===== src/rtl/imem_boot_arbiter.sv =====
// imem_boot_arbiter: owns the single instruction-memory port.
// It first packs a byte-serial boot stream big-endian into 32-bit words and
// writes them from address 0 upward. Once the program is loaded it serves
// registered word fetches from the fetch stage.
module imem_boot_arbiter #(
  parameter  int MEM_BYTES = 512,
  localparam int AW        = $clog2(MEM_BYTES)
) (
  input  logic          clk,
  input  logic          rst_n,
  input  logic          load_valid_i,
  input  logic [7:0]    load_byte_i,
  input  logic          load_done_i,
  output logic          load_ready_o,
  input  logic          reload_i,
  input  logic          fetch_req_i,
  input  logic [AW-1:0] fetch_addr_i,
  output logic          fetch_ready_o,
  output logic          fetch_valid_o,
  output logic [31:0]   fetch_instr_o,
  output logic          boot_done_o,
  output logic [7:0]    word_count_o,
  output logic [AW-1:0] mem_A_o,
  output logic          mem_we_o,
  output logic [31:0]   mem_wdata_o,
  input  logic [31:0]   mem_rdata_i
);

  typedef enum logic [1:0] {BOOT, WRITE, RUN} state_t;

  state_t        state_q, state_d;
  logic [AW-1:0] wr_addr_q, wr_addr_d;
  logic [1:0]    byte_cnt_q, byte_cnt_d;
  logic [31:0]   shreg_q, shreg_d;
  logic [7:0]    word_cnt_q, word_cnt_d;
  logic          last_q, last_d;
  logic          fvalid_q, fvalid_d;
  logic [31:0]   finstr_q, finstr_d;

  // shift register and byte count after taking this cycle's byte (if any)
  logic [31:0]   sh_nx;
  logic [1:0]    cnt_nx;

  // Move a partial word of cnt bytes (held in the low bytes) to the top,
  // zero-filling the low positions.
  function automatic logic [31:0] left_justify(input logic [31:0] sh,
                                               input logic [1:0]  cnt);
    case (cnt)
      2'd1:    left_justify = {sh[7:0],  24'h0};
      2'd2:    left_justify = {sh[15:0], 16'h0};
      2'd3:    left_justify = {sh[23:0], 8'h0};
      default: left_justify = sh;
    endcase
  endfunction

  // Next-state and output decode for the boot / write / run sequence.
  always_comb begin
    state_d       = state_q;
    wr_addr_d     = wr_addr_q;
    byte_cnt_d    = byte_cnt_q;
    shreg_d       = shreg_q;
    word_cnt_d    = word_cnt_q;
    last_d        = last_q;
    fvalid_d      = 1'b0;
    finstr_d      = finstr_q;
    sh_nx         = shreg_q;
    cnt_nx        = byte_cnt_q;
    load_ready_o  = 1'b0;
    mem_we_o      = 1'b0;
    mem_A_o       = wr_addr_q;
    fetch_ready_o = 1'b0;
    boot_done_o   = 1'b0;

    case (state_q)
      BOOT: begin
        load_ready_o = 1'b1;
        if (load_valid_i) begin
          sh_nx  = {shreg_q[23:0], load_byte_i};
          cnt_nx = byte_cnt_q + 2'd1;
        end
        shreg_d    = sh_nx;
        byte_cnt_d = cnt_nx;
        // A byte that completes the word wins over a pad; done then only
        // decides where to go after the write.
        if (load_valid_i && cnt_nx == 2'd0) begin
          state_d = WRITE;
          last_d  = load_done_i;
        end else if (load_done_i) begin
          if (cnt_nx == 2'd0) begin
            state_d = RUN;
          end else begin
            shreg_d = left_justify(sh_nx, cnt_nx);
            state_d = WRITE;
            last_d  = 1'b1;
          end
        end
      end

      WRITE: begin
        mem_we_o   = 1'b1;
        wr_addr_d  = wr_addr_q + AW'(4);
        word_cnt_d = word_cnt_q + 8'd1;
        shreg_d    = '0;
        byte_cnt_d = '0;
        last_d     = 1'b0;
        state_d    = (last_q || wr_addr_q == AW'(MEM_BYTES - 4)) ? RUN : BOOT;
      end

      RUN: begin
        boot_done_o   = 1'b1;
        fetch_ready_o = 1'b1;
        mem_A_o       = {fetch_addr_i[AW-1:2], 2'b00};
        if (reload_i) begin
          state_d    = BOOT;
          wr_addr_d  = '0;
          word_cnt_d = '0;
          byte_cnt_d = '0;
          shreg_d    = '0;
        end else if (fetch_req_i) begin
          fvalid_d = 1'b1;
          finstr_d = mem_rdata_i;
        end
      end

      default: state_d = BOOT;
    endcase
  end

  // State and datapath registers; reset clears everything including any
  // partial word and a pending fetch response.
  always_ff @(posedge clk or negedge rst_n) begin
    if (!rst_n) begin
      state_q    <= BOOT;
      wr_addr_q  <= '0;
      byte_cnt_q <= '0;
      shreg_q    <= '0;
      word_cnt_q <= '0;
      last_q     <= 1'b0;
      fvalid_q   <= 1'b0;
      finstr_q   <= '0;
    end else begin
      state_q    <= state_d;
      wr_addr_q  <= wr_addr_d;
      byte_cnt_q <= byte_cnt_d;
      shreg_q    <= shreg_d;
      word_cnt_q <= word_cnt_d;
      last_q     <= last_d;
      fvalid_q   <= fvalid_d;
      finstr_q   <= finstr_d;
    end
  end

  assign mem_wdata_o   = shreg_q;
  assign word_count_o  = word_cnt_q;
  assign fetch_valid_o = fvalid_q;
  assign fetch_instr_o = finstr_q;

endmodule


===== config.mk =====
export PLATFORM = sky130hd
export DESIGN_NAME = imem_boot_arbiter
export DESIGN_NICKNAME = d
export VERILOG_FILES = /design/src/rtl/imem_boot_arbiter.sv
export SDC_FILE = /design/constraint.sdc
export NUM_CORES = 1
export LEC_CHECK = 0
export CAP_MARGIN = 10
export CORE_AREA = 2 2 103 105
export DETAILED_ROUTE_END_ITERATION = 8
export DIE_AREA = 0 0 105 107
export PLACE_DENSITY = 0.78
export SLEW_MARGIN = 40
export SYNTH_ARGS = -nofsm -noshare
export SYNTH_HDL_FRONTEND = slang
export SYNTH_SLANG_ARGS = --single-unit

===== constraint.sdc =====
create_clock -name clk -period 2.6 [get_ports clk]
set_input_delay 0.39 -clock clk [delete_from_list [all_inputs] [get_ports clk]]
set_output_delay 0.39 -clock clk [all_outputs]
set_load 0.1 [all_outputs]

==> results of run 1 <==
cell usage after synthesis (all sizes together), types with 10 or more instances:
cell type	number	area, um2
a21oi	15	86.3
dfrtp	85	2130
nand4	12	75.1
inv	16	60.1
o22ai	11	68.8
o21ai	27	135
buf	21	126
nand2	59	224
nor2	16	60.1
o221a	16	180
o211ai	10	75.1
clkbuf	14	52.6
mux2	40	450
worst min-delay path by stage:
stage               startpoint                            end  slack (ns)  depth (start not counted)
finish                   rst_n        fetch_valid_o$_DFF_PN0_        0.02                          1
global route             rst_n  fetch_instr_o[20]$_DFFE_PN0P_        0.04                          1
CTS                      rst_n  fetch_instr_o[18]$_DFFE_PN0P_        0.02                          1
detailed placement       rst_n  fetch_instr_o[18]$_DFFE_PN0P_        0.42                          1
global placement         rst_n   fetch_instr_o[1]$_DFFE_PN0P_        0.41                          1
floorplan                rst_n      byte_cnt_q[0]$_DFFE_PN0P_        0.09                          0
worst max-delay path: stages (launching register included):
cell	delay (ns)
dfrtp_1	0.41
inv_1	0.12
ha_2	0.19
buf_4	0.24
mux2_2	0.39
buf_12	0.17
cell usage in the layout (no fill, tap or decap), types with 3 or more instances in the layout:
cell             Yosys  final
nand4_1             12     12
a32o_1               9      9
o221a_2             16     16
xor2_1               8      8
mux2_2              40     40
nand3_1              3      3
mux2i_1              4      4
buf_12               0      9
a22oi_1              6      6
a221oi_1             8      8
o21ai_0             27     27
inv_1               16     16
dfrtp_1             85     85
nor2b_1              3      3
a21o_1               8      8
xnor2_1              4      4
clkbuf_8             0     10
o211ai_1            10     10
nand2_1             58     58
nor2_1              16     16
ha_1                 6      5
a22o_1               8      8
nor3_1               7      7
clkdlybuf4s50_1      0     51
buf_4                4     93
nand2b_1             6      6
a21oi_1             14     14
o22ai_1             11     11
logic make-up after synthesis:
family                     share of synthesized area [%]
muxes                                               10.6
and+or+nand+nor                                     12.9
buffers and inverters                               5.18
DFF                                                 46.1
adders and majority gates                           1.63
xor gates and xnor gates                            2.28
other                                             0.0813
AOI/OAI and AO/OA                                   21.2
sequential cells by signal, summed over array words and instances, names as in the netlist:
register and count:
fetch_instr_o 32, last_q 1, word_count_o 8, fetch_valid_o 1, state_q 2, byte_cnt_q 2, mem_wdata_o 32, wr_addr_q 7
final cells by class:
| class | instances | area [um2] | area share [%] |
|---|---|---|---|
| Multi-Input combinational cell | 312 | 2250 | 36.1 |
| Sequential cell | 85 | 2130 | 34.2 |
| Inverter | 16 | 60.1 | 0.964 |
| Clock buffer | 10 | 138 | 2.21 |
| Timing Repair Buffer | 153 | 1390 | 22.3 |
| Clock inverter | 6 | 92.6 | 1.49 |
| Tap cell | 136 | 170 | 2.73 |
per-stage QoR:
step	hold slack (ns)	instances
global placement	0.406	702
detailed placement	0.419	702
CTS	0.0213	718
floorplan	0.0944	448
global route	0.0402	718
finish	0.0189	718
layer usage:
metal	wire (um)	up-vias
met5	0	-
met4	106	0
met3	792	10
met2	5590	176
met1	5610	1927
li1	-	1901
==> flow_summary.yaml, run 1 <==
cts:
  htreeDepth: 3
  clk_pin_slew_worst_paths_ns: 0.09
  cts.path.max_buffers: 2
  hold_buffers: 0
  clock-root-buffer: "clkbuf_8"
  cts_setup_buffers: 0
  cts_buffers: 9
  cts_resized: 0
  tritoncts: "yes"
  clock_latency_ns: 0.36
  clock-sinks: 85
synth:
  synth_seq_area_share_pct: 46.1
  ys.flop_type: "dfrtp_1"
  yosysUniqueCellTypes: 52
  ys_ff_latch: 85
  syn_avg_cell_area_um2: 10.3
  ys.warnings.count: 0
  synth_edf_count: 0
  netlist_instances: 447
  async_flop_share_pct: 100
  synthesis.area_mm2: 0.00461
finish:
  design_area_mm2: 0.00623
  fin_util_pct: 61.7
  antenna_cells: 0
  fill_cells: 844
  nets: 638
  layout-drive-gt1-share_pct: 31.6
  syn_to_final_growth_pct: 35.1
timing:
  max_freq_mhz: 438
  finalWorstPathRequiredPeriod_ns: 2.28
  worstMarginPinSlew_ns: 0.749
  setup_viol: 0
  timing.setup.tns_ns: 0
  finalCritPeriodShare_pct: 87.7
  maxSlewViolCount: 0
  skew_ns: 0.00651
  final_hold_viol_count: 0
  rsz0062_at_grt: "no"
  relSlewSlack_pct: 50.1
  fin_ws_ns: 0.319
critical_path:
  r2r_end: "mem_wdata_o[21]$_DFFE_PN0P_"
  endpoint: "mem_A_o[2]"
  crit_arrival_ns: 1.89
  cp-startpoint: "state_q[0]$_DFFE_PN0P_"
  critPathMaxFanout: 20
  r2r_slack_ns: 0.50
  r2r-start: "byte_cnt_q[0]$_DFFE_PN0P_"
  required_ns: 2.21
  end_kind: "output pin"
  cp-start-kind: "flop"
  worst_r2r_path_depth: 5
  criticalPathCategory: "flop to output pin"
global_routing:
  grt_first_pass_wirelength_mm: 20.3
  grt_pass1_vias: 3944
  grt_start_max_net_pins: 45
  grt_use_met2_pct: 35.1
  antenna_found_initial: 0
  grt_overflow: 0
  top_usage_layer: "met2"
  grt_usage_pct: 22.5
  globalRouteMet1Util_pct: 32.2
  grtUsageMet3_pct: 5.11
placed_design:
  placed_area_mm2: 0.00600
  io_buffers: 136
  dpl.hpwl_mm: 8.90
  gp_congestion: 0.864
  post-place-ws_ns: 0.239
route:
  routed_wl_mm: 12.1
  ant_nets: 0
  route.detailed.drc: 0
  wire_per_inst_um: 16.8
  vias: 4014
  vias_per_cell: 5.59
  dr.pass1.iters: 5
  initialDrtViolationCount: 291
floorplan:
  start_util_pct: 45.7
  dieArea_mm2: 0.0112
  fp-row-count: 37
  die_h_um: 107
  die_w_um: 105
  boundaryPins: 141
  core_mm2: 0.0101
min_path:
  worst_hold_path_type: "input port to async pin"
outcome:
  status: "completed"
flow_run:
  drv_cap: 0
Power of run 1 is not shown: default switching activity piles up to over one toggle a cycle in this logic, so the estimate is an artifact.
==> run 2, diff against run 1 <==
--- a/config.mk
+++ b/config.mk
@@ -10,6 +10,7 @@
 export DETAILED_ROUTE_END_ITERATION = 8
 export DIE_AREA = 0 0 105 107
 export PLACE_DENSITY = 0.78
+export RECOVER_POWER = 50
 export SLEW_MARGIN = 40
 export SYNTH_ARGS = -nofsm -noshare
 export SYNTH_HDL_FRONTEND = slang
==> flow_summary.yaml, run 2 (synthesis results as in run 1) <==
route:
  dr.pass1.iters: 7
  vias_per_cell: 5.57
  route.detailed.drc: 0
  dr.max_layer_used: "met4"
  m1WireLength_mm: 5.60
  initialDrtViolationCount: 337
  dr_wl_met3_um: 829
  routed_wl_mm: 12.1
  vias: 4001
  dr_wl_met2_mm: 5.55
  wire_per_inst_um: 16.8
  ant_nets: 0
cts:
  clock-sinks: 85
  tritoncts: "yes"
  clock-root-buffer: "clkbuf_8"
  htreeDepth: 3
  clk_pin_slew_worst_paths_ns: 0.09
  hold_buffers: 0
  cts_setup_buffers: 0
  cts.path.max_buffers: 2
  cts_resized: 0
  clock_latency_ns: 0.36
  cts_buffers: 9
floorplan:
  start_util_pct: 45.7
  dieArea_mm2: 0.0112
  core_mm2: 0.0101
  fp-row-count: 37
  die_w_um: 105
  boundaryPins: 141
  die_h_um: 107
timing:
  maxSlewViolCount: 0
  max_freq_mhz: 439
  worstMarginPinSlew_ns: 1.23
  rsz0062_at_grt: "no"
  final_hold_viol_count: 0
  setup_viol: 0
  timing.setup.tns_ns: 0
  finalWorstPathRequiredPeriod_ns: 2.28
  skew_ns: 0.00747
  relSlewSlack_pct: 18.3
  finalCritPeriodShare_pct: 87.5
flow_run:
  drv_cap: 0
global_routing:
  grt_start_max_net_pins: 45
  grt_pass1_vias: 3944
  grt_usage_pct: 22.5
  antenna_found_initial: 0
  grt_overflow: 0
  grt_first_pass_wirelength_mm: 20.3
critical_path:
  criticalPathCategory: "flop to output pin"
  worstPathCellList: "inv_1 -> ha_1 -> buf_4 -> mux2_2 -> buf_12"
  crit_arrival_ns: 1.89
  slowest_delay_ns: 0.41
  end_kind: "output pin"
  critPathMaxFanout: 20
  cp_slowest_cell: "dfrtp_1"
  cp-start-kind: "flop"
  required_ns: 2.21
placed_design:
  gp_congestion: 0.864
  dpl.hpwl_mm: 8.90
  io_buffers: 136
finish:
  syn_to_final_growth_pct: 31.4
  nets: 638
  final_cell_mix: "dfrtp_1, nand2_1, buf_4"
  layout-drive-gt1-share_pct: 24.6
  final_common_cell: "dfrtp_1"
  antenna_cells: 0
outcome:
  status: "completed"
min_path:
  worst_hold_path_type: "input port to async pin"
## run 2: cell types whose count changed in the layout (fill, tap and decap cells not counted)
cell,before,now
buf_4,93,52
clkbuf_1,0,40
clkbuf_2,0,2
buf_12,9,8
ha_1,5,6
ha_2,1,0
## run 2: area by class of cell
cell class	count	area, um2
well taps	136	170
multi-input cells	312	2250
repair buffers	153	1220
clock inverters	6	92.6
flip-flops and latches	85	2130
inverters	16	60.1
clock buffers	10	138
fillers	902	4040
## run 2: worst max-delay path, delay by kind of cell (launching register included)
| kind | cells | cell delay, ns |
|---|---|---|
| multiplexers | 1 | 0.39 |
| adder cells (fa/ha/maj) | 1 | 0.19 |
| flip-flops | 1 | 0.41 |
| buffers and inverters | 3 | 0.53 |
## run 2: metal layers
layer	track usage [%]	up-vias
li1	-	1905
met1	32.2	1912
met2	35.1	173
met3	5.11	11
met4	5.05	0
met5	0	-
## run 2: through the flow
stage               setup WS [ns]  utilization (%)  instances  hold slack, ns  cell area [um2]
finish                      0.324             60.0        718           0.217             6060
detailed placement          0.239             59.4        702           0.419             6000
floorplan                   0.117                -        448          0.0944             4620
global placement            0.296             59.4        702           0.406             6000
CTS                         0.293             61.7        718          0.0213             6230
global route                0.225             60.0        718           0.275             6060
## run 2: final timing paths
check,from,endpoint,slack (ns),cells past startpoint
worst max-delay path,state_q[0]$_DFFE_PN0P_,mem_A_o[2],0.32,5
max in group asynchronous,rst_n,mem_wdata_o[14]$_DFFE_PN0P_,0.76,2
worst min-delay path,rst_n,fetch_valid_o$_DFF_PN0_,0.22,1
worst min register to register,fetch_instr_o[29]$_DFFE_PN0P_,fetch_instr_o[29]$_DFFE_PN0P_,0.51,1
worst max register to register,state_q[0]$_DFFE_PN0P_,mem_wdata_o[22]$_DFFE_PN0P_,0.49,7
min in group clk,fetch_instr_o[29]$_DFFE_PN0P_,fetch_instr_o[29]$_DFFE_PN0P_,0.51,1
Power of run 2 is left out for the same reason.
==> run 3, diff against run 2 <==
--- a/config.mk
+++ b/config.mk
@@ -6,10 +6,11 @@
 export NUM_CORES = 1
 export LEC_CHECK = 0
 export CAP_MARGIN = 10
-export CORE_AREA = 2 2 103 105
+export CORE_AREA = 2 2 105 107
+export CTS_CLUSTER_SIZE = 25
 export DETAILED_ROUTE_END_ITERATION = 8
-export DIE_AREA = 0 0 105 107
-export PLACE_DENSITY = 0.78
+export DIE_AREA = 0 0 107 109
+export PLACE_DENSITY = 0.76
 export RECOVER_POWER = 50
 export SLEW_MARGIN = 40
 export SYNTH_ARGS = -nofsm -noshare
==> flow_summary.yaml, run 3 (synthesis results as in run 1) <==
floorplan:
  start_util_pct: 43.5
  dieArea_mm2: 0.0117
  die_w_um: 107
  fp-row-count: 38
  boundaryPins: 141
  core_mm2: 0.0106
  die_h_um: 109
cts:
  cts.path.max_buffers: 2
  cts_buffers: 9
  hold_buffers: 0
  cts_resized: 0
  clk_pin_slew_worst_paths_ns: 0.09
  clock_latency_ns: 0.36
  cts_setup_buffers: 0
  clock-sinks: 85
  htreeDepth: 3
  tritoncts: "yes"
  clock-root-buffer: "clkbuf_8"
finish:
  syn_to_final_growth_pct: 31.7
  layout-drive-gt1-share_pct: 24.4
  antenna_cells: 0
  final_common_cell: "dfrtp_1"
  nets: 638
  final_cell_mix: "dfrtp_1, nand2_1, buf_4"
critical_path:
  r2r_end: "mem_wdata_o[16]$_DFFE_PN0P_"
  worst_r2r_path_depth: 7
  cp-start-kind: "flop"
  slowest_delay_ns: 0.41
  crit_family: "buffers and inverters"
  r2r_slack_ns: 0.47
  cp-startpoint: "state_q[0]$_DFFE_PN0P_"
  required_ns: 2.21
  critPathBufInv: 3
  end_kind: "output pin"
  critPathMaxFanout: 20
  worstPathCellList: "inv_1 -> ha_1 -> buf_4 -> mux2_2 -> buf_12"
  crit_arrival_ns: 1.90
  criticalPathCategory: "flop to output pin"
  r2r-start: "state_q[0]$_DFFE_PN0P_"
  cp_slowest_cell: "dfrtp_1"
placed_design:
  io_buffers: 136
  gp_congestion: 0.867
  dpl.hpwl_mm: 8.89
global_routing:
  grt_use_met2_pct: 34.6
  grtUsageMet3_pct: 3.47
  grt_pass1_vias: 3822
  top_usage_layer: "met2"
  grt_start_max_net_pins: 48
  grt_overflow: 0
  globalRouteMet1Util_pct: 28.5
  grt_first_pass_wirelength_mm: 19.4
  grt_usage_pct: 21.1
  antenna_found_initial: 0
outcome:
  status: "finished, violations left"
  violations: "capacitance limit, slew limit"
route:
  route.detailed.drc: 0
  vias_per_cell: 5.64
  dr.pass1.iters: 5
  vias: 4069
  routed_wl_mm: 12.2
  initialDrtViolationCount: 286
  wire_per_inst_um: 16.9
  ant_nets: 0
timing:
  final_hold_viol_count: 0
  worstMarginPinSlew_ns: 2.18
  finalWorstPathRequiredPeriod_ns: 2.29
  maxSlewViolCount: 39
  relSlewSlack_pct: -45.3
  finalCritPeriodShare_pct: 88.1
  skew_ns: 0.00736
  rsz0062_at_grt: "no"
  setup_viol: 0
  max_freq_mhz: 437
  timing.setup.tns_ns: 0
min_path:
  hold_depth: 1
  min-delay-start: "fetch_instr_o[31]$_DFFE_PN0P_"
  worst_hold_path_type: "flop to flop"
  min_to: "fetch_instr_o[31]$_DFFE_PN0P_"
flow_run:
  drv_cap: 1
[run 3: changes by cell type in the layout (fill, tap and decap cells not counted)]
| cell | before | now |
|---|---|---|
| nor2_1 | 16 | 15 |
| clkinv_4 | 0 | 1 |
| clkbuf_1 | 40 | 42 |
| clkbuf_2 | 2 | 0 |
| buf_12 | 8 | 9 |
| nor2_2 | 0 | 1 |
| inv_6 | 2 | 0 |
[run 3: worst max path at each step]
stage,end,slack [ns],cells past startpoint
finish,mem_A_o[5],0.31,5
global route,mem_A_o[5],0.21,5
CTS,mem_A_o[5],0.29,5
detailed placement,mem_wdata_o[16]$_DFFE_PN0P_,0.17,5
global placement,mem_wdata_o[19]$_DFFE_PN0P_,0.21,5
floorplan,mem_A_o[6],0.12,5
[run 3: final cells by class]
type	instances	area (um2)
Sequential cell	85	2130
Clock inverter	5	83.8
Tap cell	140	175
Multi-Input combinational cell	312	2250
Timing Repair Buffer	153	1230
Clock buffer	11	141
Inverter	16	60.1
Fill cell	973	4530
[run 3: through the flow]
step	util, %	hold slack (ns)	setup WS [ns]	area [um2]	std cells
final	57.3	0.511	0.311	6070	722
after floorplan	-	0.0944	0.117	4620	448
after global routing	57.3	0.526	0.206	6070	722
after CTS	58.7	0.0126	0.287	6230	722
after detailed placement	56.6	0.405	0.167	6000	706
after global placement	56.6	0.397	0.213	6000	706
[run 3: per-layer routing]
layer / part of all wire [%] / vias up
li1: - / 1900
met1: 44 / 1975
met2: 48 / 184
met3: 7.6 / 10
met4: 1.0 / 0
met5: 0 / -
Power of run 3 is left out for the same reason.
